$ cat src/rtl/pcie_rq_arbiter.sv
// Two-source AXI-Stream RQ arbiter feeding the PCIe core: packet-locked round-robin
// grant with a one-entry registered output stage and per-source packet counters.
module pcie_rq_arbiter #(
    parameter int C_DATA_WIDTH        = 128,
    parameter int AXI4_RQ_TUSER_WIDTH = 62,
    parameter int KEEP_WIDTH          = C_DATA_WIDTH / 32
) (
    input  logic                           user_clk,
    input  logic                           user_reset,
    input  logic                           user_lnk_up,

    input  logic [C_DATA_WIDTH-1:0]        s0_axis_rq_tdata,
    input  logic [AXI4_RQ_TUSER_WIDTH-1:0] s0_axis_rq_tuser,
    input  logic [KEEP_WIDTH-1:0]          s0_axis_rq_tkeep,
    input  logic                           s0_axis_rq_tlast,
    input  logic                           s0_axis_rq_tvalid,
    output logic [3:0]                     s0_axis_rq_tready,

    input  logic [C_DATA_WIDTH-1:0]        s1_axis_rq_tdata,
    input  logic [AXI4_RQ_TUSER_WIDTH-1:0] s1_axis_rq_tuser,
    input  logic [KEEP_WIDTH-1:0]          s1_axis_rq_tkeep,
    input  logic                           s1_axis_rq_tlast,
    input  logic                           s1_axis_rq_tvalid,
    output logic [3:0]                     s1_axis_rq_tready,

    output logic [C_DATA_WIDTH-1:0]        m_axis_rq_tdata,
    output logic [AXI4_RQ_TUSER_WIDTH-1:0] m_axis_rq_tuser,
    output logic [KEEP_WIDTH-1:0]          m_axis_rq_tkeep,
    output logic                           m_axis_rq_tlast,
    output logic                           m_axis_rq_tvalid,
    input  logic [3:0]                     m_axis_rq_tready,

    output logic [1:0]                     arb_grant,
    output logic [15:0]                    pkt_cnt0,
    output logic [15:0]                    pkt_cnt1
);

    typedef enum logic [1:0] {
        ST_IDLE = 2'b00,
        ST_GNT0 = 2'b01,
        ST_GNT1 = 2'b10
    } state_t;

    state_t state;
    state_t state_next;
    logic   rr_ptr;
    logic   rr_ptr_next;

    logic   rst;
    logic   core_ready;
    logic   out_free;
    logic   rdy0;
    logic   rdy1;
    logic   acc0;
    logic   acc1;
    logic   acc_last;

    // A dropped link is treated exactly like reset.
    assign rst        = user_reset | ~user_lnk_up;
    assign core_ready = |m_axis_rq_tready;
    assign out_free   = ~m_axis_rq_tvalid | core_ready;

    assign rdy0 = ~rst & (state == ST_GNT0) & out_free;
    assign rdy1 = ~rst & (state == ST_GNT1) & out_free;
    assign acc0 = s0_axis_rq_tvalid & rdy0;
    assign acc1 = s1_axis_rq_tvalid & rdy1;
    assign acc_last = acc0 ? s0_axis_rq_tlast : s1_axis_rq_tlast;

    assign s0_axis_rq_tready = {4{rdy0}};
    assign s1_axis_rq_tready = {4{rdy1}};
    assign arb_grant         = state;

    always_comb begin
        state_next  = state;
        rr_ptr_next = rr_ptr;
        unique case (state)
            ST_IDLE: begin
                // rr_ptr always points away from the source just granted,
                // so each source alternates as tie winner.
                if (s0_axis_rq_tvalid && s1_axis_rq_tvalid) begin
                    state_next  = rr_ptr ? ST_GNT1 : ST_GNT0;
                    rr_ptr_next = ~rr_ptr;
                end else if (s0_axis_rq_tvalid) begin
                    state_next  = ST_GNT0;
                    rr_ptr_next = 1'b1;
                end else if (s1_axis_rq_tvalid) begin
                    state_next  = ST_GNT1;
                    rr_ptr_next = 1'b0;
                end
            end
            ST_GNT0: if (acc0 && s0_axis_rq_tlast) state_next = ST_IDLE;
            ST_GNT1: if (acc1 && s1_axis_rq_tlast) state_next = ST_IDLE;
            default: state_next = ST_IDLE;
        endcase
    end

    always_ff @(posedge user_clk) begin
        if (rst) begin
            state  <= ST_IDLE;
            rr_ptr <= 1'b0;
        end else begin
            state  <= state_next;
            rr_ptr <= rr_ptr_next;
        end
    end

    always_ff @(posedge user_clk) begin
        if (rst) begin
            m_axis_rq_tvalid <= 1'b0;
            m_axis_rq_tdata  <= '0;
            m_axis_rq_tuser  <= '0;
            m_axis_rq_tkeep  <= '0;
            m_axis_rq_tlast  <= 1'b0;
        end else if (acc0 || acc1) begin
            m_axis_rq_tvalid <= 1'b1;
            m_axis_rq_tdata  <= acc0 ? s0_axis_rq_tdata : s1_axis_rq_tdata;
            m_axis_rq_tuser  <= acc0 ? s0_axis_rq_tuser : s1_axis_rq_tuser;
            m_axis_rq_tkeep  <= acc0 ? s0_axis_rq_tkeep : s1_axis_rq_tkeep;
            m_axis_rq_tlast  <= acc_last;
        end else if (core_ready) begin
            m_axis_rq_tvalid <= 1'b0;
        end
    end

    always_ff @(posedge user_clk) begin
        if (rst) begin
            pkt_cnt0 <= 16'h0000;
            pkt_cnt1 <= 16'h0000;
        end else begin
            if (acc0 && s0_axis_rq_tlast) pkt_cnt0 <= pkt_cnt0 + 16'h0001;
            if (acc1 && s1_axis_rq_tlast) pkt_cnt1 <= pkt_cnt1 + 16'h0001;
        end
    end

endmodule

$ cat config.mk
export PLATFORM = sky130hd
export DESIGN_NAME = pcie_rq_arbiter
export DESIGN_NICKNAME = d
export VERILOG_FILES = /design/src/rtl/pcie_rq_arbiter.sv
export SDC_FILE = /design/constraint.sdc
export NUM_CORES = 1
export LEC_CHECK = 0
export CORE_AREA = 4 4 249 251
export DETAILED_ROUTE_END_ITERATION = 6
export DIE_AREA = 0 0 253 255
export HOLD_SLACK_MARGIN = 0.05
export PLACE_DENSITY = 0.49
export SYNTH_ARGS = -nofsm -noshare
export SYNTH_HDL_FRONTEND = slang
export SYNTH_SLANG_ARGS = --single-unit
$ cat constraint.sdc
create_clock -name user_clk -period 2.3 [get_ports user_clk]
set_input_delay 0.46 -clock user_clk [delete_from_list [all_inputs] [get_ports user_clk]]
set_output_delay 0.46 -clock user_clk [all_outputs]
set_load 0.03 [all_outputs]
Yosys cells after proc, flatten, opt, wreduce, memory -nomap -nowiden. Index checks and enable logic that the tools add are counted.

Logic and storage cells: 54. Flip-flop bits (word level): 231.

Reduce and logical (&&, ||, !) cells: 10. Muxes and demuxes: 16. Equal/unequal tests: 5. Bitwise gates (word level): 12. Add/subtract/negate cells: 2.

Operators with widths (count): $mux 128 (1); $mux 62 (1); $add 16x1->16 const B (2); $mux 2 (6); $and 1x1->1 (6); $mux 1 (6); $pmux 2 s3 (1); $mux 4 (1); $ne 2x1->1 const B (2); $ne 4x4->1 const B (1); $not 1->1 (4); $reduce_or 4->1 (1); $logic_and 1x1->1 (3); $reduce_and 3->1 (1); $reduce_bool 3->1 (1); $eq 2x1->1 const B (1); $eq 2x2->1 const B (1); $logic_not 2->1 (1); $or 1x1->1 (2); $reduce_and 2->1 (1); $reduce_bool 2->1 (1); $logic_or 1x1->1 (1).

Longest topological paths before layout. Gate-level depths: netlist (run 1).

Depth after elaboration: 9. Mapped depth: 8.

Least setup slack after synthesis (run 1). No wires, ideal clock.

Path kind: input to output. Start point: input user_lnk_up. End point: output s0_axis_rq_tready[0]. Data required time: 1840 ps. Slack: 169 ps. Cell stages on the path: 6. Data arrival time: 1671 ps. Cell sequence: nor2b_1 clkbuf_1 o21ai_1 buf_2 nor3b_1 buf_4.

Cells in the longest elaborated chain, start to end: 5.

RTL lines: start, declared (line 10) `input logic user_lnk_up,`; $not 1->1 (line 59) `assign rst = user_reset | ~user_lnk_up;`; $or 1x1->1 (line 59); $not 1->1 (line 63) `assign rdy0 = ~rst & (state == ST_GNT0) & out_free;`; $and 1x1->1 (2 in series) (line 63); end, declared (line 17) `output logic [3:0] s0_axis_rq_tready,`.

Every way passes these cells.

Worst setup path in the final report (run 1).
Start point: input m_axis_rq_tready[3]. End point: output s1_axis_rq_tready[3].

Cells in the longest elaborated chain, start to end: 3.

RTL lines: start, declared (line 31) `input logic [3:0] m_axis_rq_tready,`; $reduce_or 4->1 (line 60) `assign core_ready = |m_axis_rq_tready;`; $or 1x1->1 (line 61) `assign out_free = ~m_axis_rq_tvalid | core_ready;`; $and 1x1->1 (line 64) `assign rdy1 = ~rst & (state == ST_GNT1) & out_free;`; end, declared (line 24) `output logic [3:0] s1_axis_rq_tready,`.

Every way passes these cells.

==> key figures, run 1 <==
Run status
  – Status: complete, but fails checks
  – Failing checks: negative setup slack

Synthesis
  – Synth Cell Area: 0.0111 mm^2
  – Post-synth top area share: 0.417
  – Synth async-reset ratio: 0
  – Top post-synthesis cells by area: dfxtp_1 (42%), a311oi_2 (16%), nand2_1 (14%), nor2_1 (6.8%), a311oi_1 (5.8%)
  – Yosys cell types: 53
  – Syn avg cell area: 8.43 um^2
  – Synthesized net count: 1718
  – Synthesis Warnings: 0
  – Top cells by count, synth: nand2_1 (410), dfxtp_1 (231), nor2_1 (200)
  – Cells after Synth: 1317
  – Register area share after synthesis: 0.417
  – Cell accounting for the most synthesized area: dfxtp_1
  – Yosys reg bits: 231
  – EDFF count, synth: 0
  – Main synth FF type: dfxtp_1
  – Count leader, synth: nand2_1

Critical path
  – Critical Path Sink Type: primary output
  – CP Buf/Inv Count: 3
  – Crit start category: input pin
  – Critical path arrival: 1.85 ns
  – WP data required: 1.84 ns
  – Critical path class: input pin to primary output
  – Slowest-stage cell, CP: or4_4
  – Crit-path cells: dlygate4sd2_1, or4_4, o21ai_4, nor3b_4, buf_12, buf_6
  – Crit path max-delay family: simple AND/OR/NAND/NOR gates
  – Crit path max fanout: 4
  – CP max stage delay: 0.56 ns

STA
  – PnR worst setup slack: -0.00898 ns
  – Slew Viols, Final: 0
  – Final Hold Viols: 0
  – Final setup fails: 4
  – Slew of the pin with the lowest slew margin: 0.544 ns
  – Unrepaired setup endpoints after global routing: yes
  – Tmin final: 2.31 ns
  – Total negative slack: -0.0339 ns
  – Final Hold Slack: 0.405 ns
  – Max_slew headroom: 0.638
  – FMAX: 433 MHz
  – Final period utilization: 1.00
  – Worst-case clock skew: 0.0234 ns

Die
  – Io pins: 637
  – CORE AREA: 0.0599 mm^2
  – Starting Density: 0.185
  – Die ar.: 0.0645 mm^2
  – # rows: 90
  – Die Wd: 253 um
  – Die height: 255 um

Clock tree
  – Hold-fix buffers at CTS: 0
  – CTS tree: done
  – Worst-skew pair later-pin latency: 0.57 ns
  – TritonCTS buffer count: 30
  – CTS Buffer Depth: 3
  – Root Buffer: clkbuf_16
  – H-tree depth: 1
  – Clock Sinks: 231
  – Clock transition at path regs: 0.06 ns

Power
  – Switching power: 2.37 mW
  – Clock power share: 0.462
  – Pwr/cell area: 497 mW/mm^2
  – Combinational Power Share: 0.132
  – VDD IR max: 479 uV
  – Sequential Power Share: 0.406
  – Switching share of power: 0.238
  – Final Total Pwr: 9.99 mW
  – Int Pwr: 7.62 mW
  – Leakage: 6.89 nW

Run
  – Max Cap Viol: 0

Detailed routing
  – Final wirelength: 49900 um
  – Vias: 12300
  – Drt pass-1 iters: 5
  – Initial DRC Count: 568
  – WL per Instance: 17.9 um
  – Vias per std cell: 4.42
  – Post-route ant nets: 0
  – Drc violations: 0

Finish
  – Fraction of layout cells with a size suffix above 1: 0.157
  – Nets: 2382
  – Area growth syn-to-layout: 81.1%

Placement
  – Final Wtd Congestion: 0.803
  – DP HPWL: 38800 um
  – I/O Buffers: 636

Global routing
  – Initial antenna violation count: 4
  – Vias in the first global route: 12400
  – Largest net degree at the start of global routing: 73
  – GRT Resource Usage Total: 0.142
  – GRT overflow: 0
  – Global-route wire length before repair: 73900 um

Worst hold path
  – Hold Path Class: input pin to flip-flop
power by group through the flow:
stage	logic, mW	registers, mW	clock network, mW
floorplan	0.353	4.19	0
global placement	1.31	4.14	0
detailed placement	1.32	4.14	0
CTS	1.33	4.05	4.80
global route	1.41	4.05	4.92
finish	1.32	4.05	4.61
final timing paths:
| check | startpoint | to | slack [ns] | cells past startpoint |
|---|---|---|---|---|
| max | m_axis_rq_tready[3] | s1_axis_rq_tready[3] | -0.009 | 6 |
| max reg2reg | arb_grant[1] | m_axis_rq_tdata[42] | 0.40 | 6 |
| min | user_lnk_up | m_axis_rq_tdata[77] | 0.40 | 4 |
| min reg2reg | pkt_cnt1[15] | pkt_cnt1[15] | 0.48 | 1 |
worst reg2reg max path: cells and delay by family (launching register included):
| kind | cells | cell delay (ns) |
|---|---|---|
| buf+inv | 2 | 0.51 |
| flops | 1 | 0.49 |
| simple gates | 2 | 0.19 |
| compound gates | 2 | 0.63 |
cell usage in the layout, fill, tap and decap left out, types with 10 or more instances in the layout:
master           netlist  final
clkdlybuf4s50_1        0    616
nand2_1              410    410
dfxtp_1              231    228
nor2_1               200    200
a311oi_2             120    120
buf_4                 11    103
a311oi_1              74     74
clkbuf_16              0     31
buf_12                 0     23
a21oi_1               19     19
inv_1                 10     10
nand3_1               10     10
clkbuf_1              66     10
per-stage QoR:
| step | area [um^2] | utilization | setup slack (ns) | instances |
|---|---|---|---|---|
| after floorplan | 11100 | - | 0.169 | 1317 |
| after global placement | 19000 | 0.318 | -0.304 | 2729 |
| after detailed placement | 19000 | 0.318 | -0.296 | 2729 |
| after CTS | 20100 | 0.335 | -0.0385 | 2782 |
| after global routing | 20100 | 0.335 | -0.0265 | 2783 |
| final | 20100 | 0.336 | -0.00898 | 2785 |
cell families after synthesis:
kind of cell	share of synthesized area
AO/OA/AOI/OAI	0.260
multiplexers	0.00541
XOR/XNOR	0.000789
flip-flops	0.417
adder cells (fa/ha/maj)	0.00225
buffers and inverters	0.0603
AND/OR/NAND/NOR	0.254
metal layers:
layer,track usage,routed length [um],vias up
li1,-,-,5987
met1,0.168,20200,5774
met2,0.252,24500,482
met5,0,47,-
met4,0.0298,787,6
met3,0.0469,4360,51
state kept, by name, summed over array words and instances (netlist names):
register and count:
pkt_cnt1 16, m_axis_rq_tvalid 1, m_axis_rq_tuser 62, rr_ptr 1, arb_grant 2, m_axis_rq_tdata 128
m_axis_rq_tkeep 4, pkt_cnt0 16, m_axis_rq_tlast 1
area by class of cell:
| type | instances | area [um^2] |
|---|---|---|
| fillers | 6239 | 39800 |
| repair buffers | 762 | 7610 |
| multi-input cells | 946 | 5890 |
| flip-flops and latches | 231 | 4630 |
| well taps | 782 | 978 |
| clock buffers | 48 | 910 |
| clock inverters | 4 | 47.5 |
| inverters | 10 | 37.5 |
| diodes | 2 | 5.00 |
what timing repair did:
| item | in CTS | in global routing |
|---|---|---|
| gates cloned | 0 | 0 |
| endpoints found under the setup margin | 13 | 9 |
| pin swaps | 3 | 3 |
| gates resized for setup | 22 | 9 |
| setup buffers | 2 | 3 |
Note: power is estimated with default switching activity, not from simulation.
==> run 2: changes to the inputs <==
- CORE_AREA: 4 4 249 251 -> 5 5 242 244
- DIE_AREA: 0 0 253 255 -> 0 0 247 249
- GPL_TIMING_DRIVEN: unset -> 0
- PLACE_DENSITY: 0.49 -> 0.51
==> run 2 against run 1 <==
The flow now finishes without violations. Largest power group unchanged. Sequential share of layout area is 0.66 points higher. Sequential power about the same. Critical endpoint is now s1_axis_rq_tready[2]. Highest routed layer unchanged. Combinational power barely moved. Power shrank 2.0%. Clock power down 4%. Register-to-register slack worse by 0.20 ns. Global-route usage up 3.5 points. Critical path depth stayed put.
==> key figures, run 2 (synthesis gave the netlist of run 1 again) <==
Detailed routing
  – Vias per std cell: 4.55
  – Post-route ant nets: 0
  – Drt pass-1 iters: 7
  – Final wirelength: 58500 um
  – Vias: 12600
  – Drc violations: 0
  – WL per Instance: 21.1 um
  – Initial DRC Count: 502

STA
  – Slew of the pin with the lowest slew margin: 0.867 ns
  – Final setup fails: 0
  – Slew Viols, Final: 0
  – Max_slew headroom: 0.422
  – Total negative slack: 0 ns
  – FMAX: 445 MHz
  – Tmin final: 2.25 ns
  – Final Hold Slack: 0.260 ns
  – Final period utilization: 0.977
  – Final Hold Viols: 0
  – Unrepaired setup endpoints after global routing: no
  – Worst-case clock skew: 0.0128 ns

Finish
  – Max FFs per register: 128
  – Multi-input gate area: 0.00585 mm^2
  – Fill count: 5886
  – Largest regs: m_axis_rq_tdata x128, m_axis_rq_tuser x62
  – Area growth syn-to-layout: 76.1%
  – Fin util: 0.349
  – Post-route cell area: 0.0195 mm^2
  – Commonest non-fill, non-tap cell in the layout: clkdlybuf4s50_1
  – Nets: 2392
  – Register Area: 0.00463 mm^2
  – Most frequent cells in the layout: clkdlybuf4s50_1 (618), nand2_1 (410), dfxtp_1 (229), nor2_1 (200), a311oi_2 (120)
  – Largest register by flop count: m_axis_rq_tdata
  – Fraction of layout cells with a size suffix above 1: 0.148

Worst hold path
  – Hold_sp: m_axis_rq_tready[2]
  – Hold Path Class: input pin to flip-flop

Critical path
  – Crit. Startpoint: m_axis_rq_tready[0]
  – Register-to-register setup slack: 0.20 ns
  – Critical path arrival: 1.79 ns
  – Critical path class: input pin to primary output
  – Critical Path Stages: 6
  – CP Buf/Inv Count: 3
  – Worst reg2reg endpoint: m_axis_rq_tuser[41]
  – R2R cell count: 7
  – Crit start category: input pin
  – WP data required: 1.84 ns
  – Critical Path Sink Type: primary output
  – Crit path max-delay family: simple AND/OR/NAND/NOR gates
  – Crit-path cells: buf_2, or4_4, o21ai_4, nor3b_4, buf_4, buf_6
  – Crit path max fanout: 5
  – CP max stage delay: 0.55 ns
  – Worst r2r src: arb_grant[1]
  – Worst setup path end: s1_axis_rq_tready[2]
  – Slowest-stage cell, CP: or4_4

Run status
  – Status: completed

Clock tree
  – Root Buffer: clkbuf_16
  – Clock transition at path regs: 0.06 ns
  – Hold-fix buffers at CTS: 0
  – CTS tree: done
  – Clock Sinks: 231
  – Worst-skew pair later-pin latency: 0.56 ns
  – H-tree depth: 1
  – TritonCTS buffer count: 29
  – CTS Buffer Depth: 3

Die
  – CORE AREA: 0.0561 mm^2
  – Die Wd: 247 um
  – Starting Density: 0.198
  – Io pins: 637
  – Die height: 249 um
  – Die ar.: 0.0615 mm^2
  – # rows: 87

Power
  – VDD IR max: 428 uV
  – Leakage: 6.66 nW
  – Pwr/cell area: 501 mW/mm^2
  – Final Total Pwr: 9.79 mW

Global routing
  – Largest net degree at the start of global routing: 20
  – GRT Resource Usage Total: 0.177
  – Global-route wire length before repair: 84700 um
  – Initial antenna violation count: 10
  – GRT overflow: 0
  – Vias in the first global route: 13300

Placement
  – Placed instance area: 0.0184 mm^2
  – I/O Buffers: 636
  – Final Wtd Congestion: 0.876
  – DP HPWL: 46300 um

Run
  – Max Cap Viol: 0
==> run 2: per-layer routing <==
layer,up-vias,GRT usage,share of wire,wire [um]
li1,6021,-,-,-
met1,6030,0.199,0.38,22400
met2,491,0.315,0.50,29000
met3,89,0.0615,0.092,5400
met4,8,0.0544,0.028,1660
met5,-,0,0.00085,50
==> run 2: what timing repair did <==
action                                  CTS  global route
pin swaps                                 3             3
endpoints found under the setup margin  166           104
setup buffers                             5             4
gates resized for setup                 126            28
==> run 2: layout make-up <==
class / count / area share
buffer: 128 / 0.0374
clock inverter: 9 / 0.00262
tap: 756 / 0.0484
timing repair buffer: 645 / 0.329
sequential: 231 / 0.237
clock buffer: 44 / 0.0436
inverter: 10 / 0.00205
multi-input combinational: 946 / 0.299
antenna: 7 / 0.000896
==> run 2: where the power goes <==
group	switching (mW)	internal, mW	leakage (nW)	total [mW]
Sequential	0.0177	4.03	1.86	4.05
Clock	1.88	2.54	0.449	4.42
Combinational	0.555	0.772	4.35	1.33
==> run 2: how the worst min path moves through the flow <==
stage,endpoint,slack [ns],cells after the start
final,m_axis_rq_tvalid,0.26,4
after global routing,m_axis_rq_tvalid,0.27,4
after CTS,m_axis_rq_tvalid,0.25,4
after detailed placement,pkt_cnt1[15],0.46,1
after global placement,pkt_cnt1[15],0.46,1
after floorplan,rr_ptr,0.47,1
==> run 2: through the flow <==
stage | worst slack [ns] | std cells
after floorplan | 0.169 | 1317
after global placement | -1.53 | 2709
after detailed placement | -1.57 | 2709
after CTS | -0.0183 | 2766
after global routing | 0.00123 | 2774
final | 0.0527 | 2776
==> run 2: tightest hold or removal path, delay by kind of cell <==
kind | cells | cell delay (ns)
compound gates | 1 | 0.14
buf+inv | 1 | 0.08
simple gates | 2 | 0.10
==> run 3: changes to the inputs <==
- DONT_BUFFER_PORTS: unset -> 1
- PLACE_DENSITY: 0.51 -> 0.37
==> run 3 against run 2 <==
Clock-buffer cell count decreased by 4. Design area down 15%. Utilization shrank 5.1 points. Power up 5.4%. Fmax is 1.2% higher. Sequential share of layout area grew 4.1 points. Hold slack worse by 0.17 ns. Via count fell by 7.9%. Die area stayed put. Critical path depth is 1 lower. Non-clock buffer count shrank 310. Register-to-register slack lost 0.05 ns.
==> key figures, run 3 (synthesis gave the netlist of run 1 again) <==
STA
  – Final setup fails: 0
  – Worst-case clock skew: 0.0139 ns
  – Unrepaired setup endpoints after global routing: no
  – Slew Viols, Final: 0
  – Slew of the pin with the lowest slew margin: 0.930 ns
  – Max_slew headroom: 0.380
  – Final Hold Viols: 0
  – Total negative slack: 0 ns
  – Final period utilization: 0.965
  – PnR worst setup slack: 0.0795 ns
  – Tmin final: 2.22 ns
  – Final Hold Slack: 0.0879 ns
  – FMAX: 450 MHz

Placement
  – Dpl ws: -0.578 ns
  – Placed instance area: 0.0120 mm^2
  – DP HPWL: 42000 um
  – I/O Buffers: 0
  – Final Wtd Congestion: 0.826

Detailed routing
  – Drt pass-1 iters: 5
  – Drc violations: 0
  – WL per Instance: 22.4 um
  – Vias per std cell: 4.73
  – Final wirelength: 55000 um
  – Initial DRC Count: 529
  – Vias: 11600
  – Post-route ant nets: 0

Run
  – Max Cap Viol: 0

Power
  – VDD IR max: 491 uV
  – Pwr/cell area: 619 mW/mm^2
  – Leakage: 5.67 nW

Clock tree
  – CTS Buffer Depth: 3
  – H-tree depth: 1
  – Root Buffer: clkbuf_16
  – Worst-skew pair later-pin latency: 0.57 ns
  – Clock transition at path regs: 0.06 ns
  – TritonCTS buffer count: 30
  – CTS tree: done
  – Clock Sinks: 231

Die
  – Io pins: 637
  – CORE AREA: 0.0561 mm^2
  – # rows: 87
  – Starting Density: 0.198
  – Die Wd: 247 um
  – Die height: 249 um
  – Die ar.: 0.0615 mm^2

Worst hold path
  – WHS Path Cells: 2
  – Hold Path Class: input pin to flip-flop
  – Hold_sp: s1_axis_rq_tuser[19]
  – WHS Endpoint: m_axis_rq_tuser[19]

Critical path
  – Critical path arrival: 1.76 ns
  – Register-to-register setup slack: 0.15 ns
  – Crit-path cells: or4_1, o21ai_4, nor3b_4, buf_4, buf_6
  – Critical Path Sink Type: primary output
  – Crit path max fanout: 5
  – Crit start category: input pin
  – R2R cell count: 8
  – Worst r2r src: arb_grant[0]
  – Slowest-stage cell, CP: or4_1
  – CP max stage delay: 0.61 ns
  – Critical path class: input pin to primary output
  – WP data required: 1.84 ns
  – Worst reg2reg endpoint: m_axis_rq_tuser[47]

Finish
  – Commonest non-fill, non-tap cell in the layout: nand2_1
  – Area growth syn-to-layout: 50.3%
  – Fill count: 5895
  – Nets: 2083
  – Largest regs: m_axis_rq_tdata x128, m_axis_rq_tuser x62
  – Post-route cell area: 0.0167 mm^2
  – Fraction of layout cells with a size suffix above 1: 0.169
  – Max FFs per register: 128
  – Largest register by flop count: m_axis_rq_tdata
  – Most frequent cells in the layout: nand2_1 (410), dlygate4sd3_1 (330), dfxtp_1 (228), nor2_1 (200), a311oi_2 (120)

Global routing
  – Initial antenna violation count: 6
  – Global-route wire length before repair: 79900 um
  – Vias in the first global route: 12500
  – GRT overflow: 0
  – Largest net degree at the start of global routing: 15
  – GRT Resource Usage Total: 0.167

Run status
  – Status: completed
==> run 3: worst max-delay path, delay by kind of cell <==
kind | cells | cell delay, ns
and+or+nand+nor | 2 | 0.68
AOI/OAI and AO/OA | 1 | 0.31
buffers and inverters | 2 | 0.31
==> run 3: through the flow <==
stage                     cells  power, mW  utilization
after global placement     2073       4.69        0.215
after detailed placement   2073       4.69        0.215
after global routing       2461       10.7        0.297
after floorplan            1317       4.54            -
after CTS                  2459       10.5        0.296
final                      2462       10.3        0.298
==> run 3: worst max-delay path by stage <==
stage / from / end / cells past startpoint
2_1_floorplan: user_lnk_up / s0_axis_rq_tready[0] / 6
3_3_place_gp: arb_grant[0] / m_axis_rq_tdata[39] / 7
3_5_place_dp: arb_grant[0] / m_axis_rq_tdata[40] / 7
4_1_cts: arb_grant[1] / m_axis_rq_tdata[40] / 7
5_1_grt: m_axis_rq_tvalid / s0_axis_rq_tready[1] / 5
6_report: m_axis_rq_tready[1] / s0_axis_rq_tready[1] / 5
==> run 3: report_power, final <==
group	switching (mW)	internal (mW)
Sequential	0.0837	4.03
Combinational	0.476	0.514
Clock	1.92	3.30
==> run 3: final cells by class <==
| class | instances | area [um^2] | area share |
|---|---|---|---|
| multi-input cells | 946 | 5850 | 0.351 |
| flip-flops and latches | 231 | 4630 | 0.278 |
| repair buffers | 334 | 3340 | 0.200 |
| well taps | 756 | 946 | 0.0567 |
| clock buffers | 40 | 870 | 0.0521 |
| plain buffers | 129 | 773 | 0.0464 |
| clock inverters | 12 | 220 | 0.0132 |
| inverters | 10 | 40.0 | 0.00240 |
| diodes | 4 | 10.0 | 0.000600 |
==> run 3: timing repair <==
item / 4_1_cts / 5_1_grt
pin swaps: 3 / 0
resized for setup: 65 / 29
hold buffers: 330 / 0
buffers inserted: 4 / 0
hold endpoints to repair: 187 / 0
endpoints found under the setup margin: 183 / 156
==> run 3: metal layers <==
metal,global-route usage,wire [um],part of all wire,vias up
li1,-,-,-,5400
met3,0.0558,5060,0.092,121
met1,0.177,20200,0.37,5567
met4,0.0711,2440,0.044,4
met2,0.300,27400,0.50,551
met5,0,34,0.00062,-
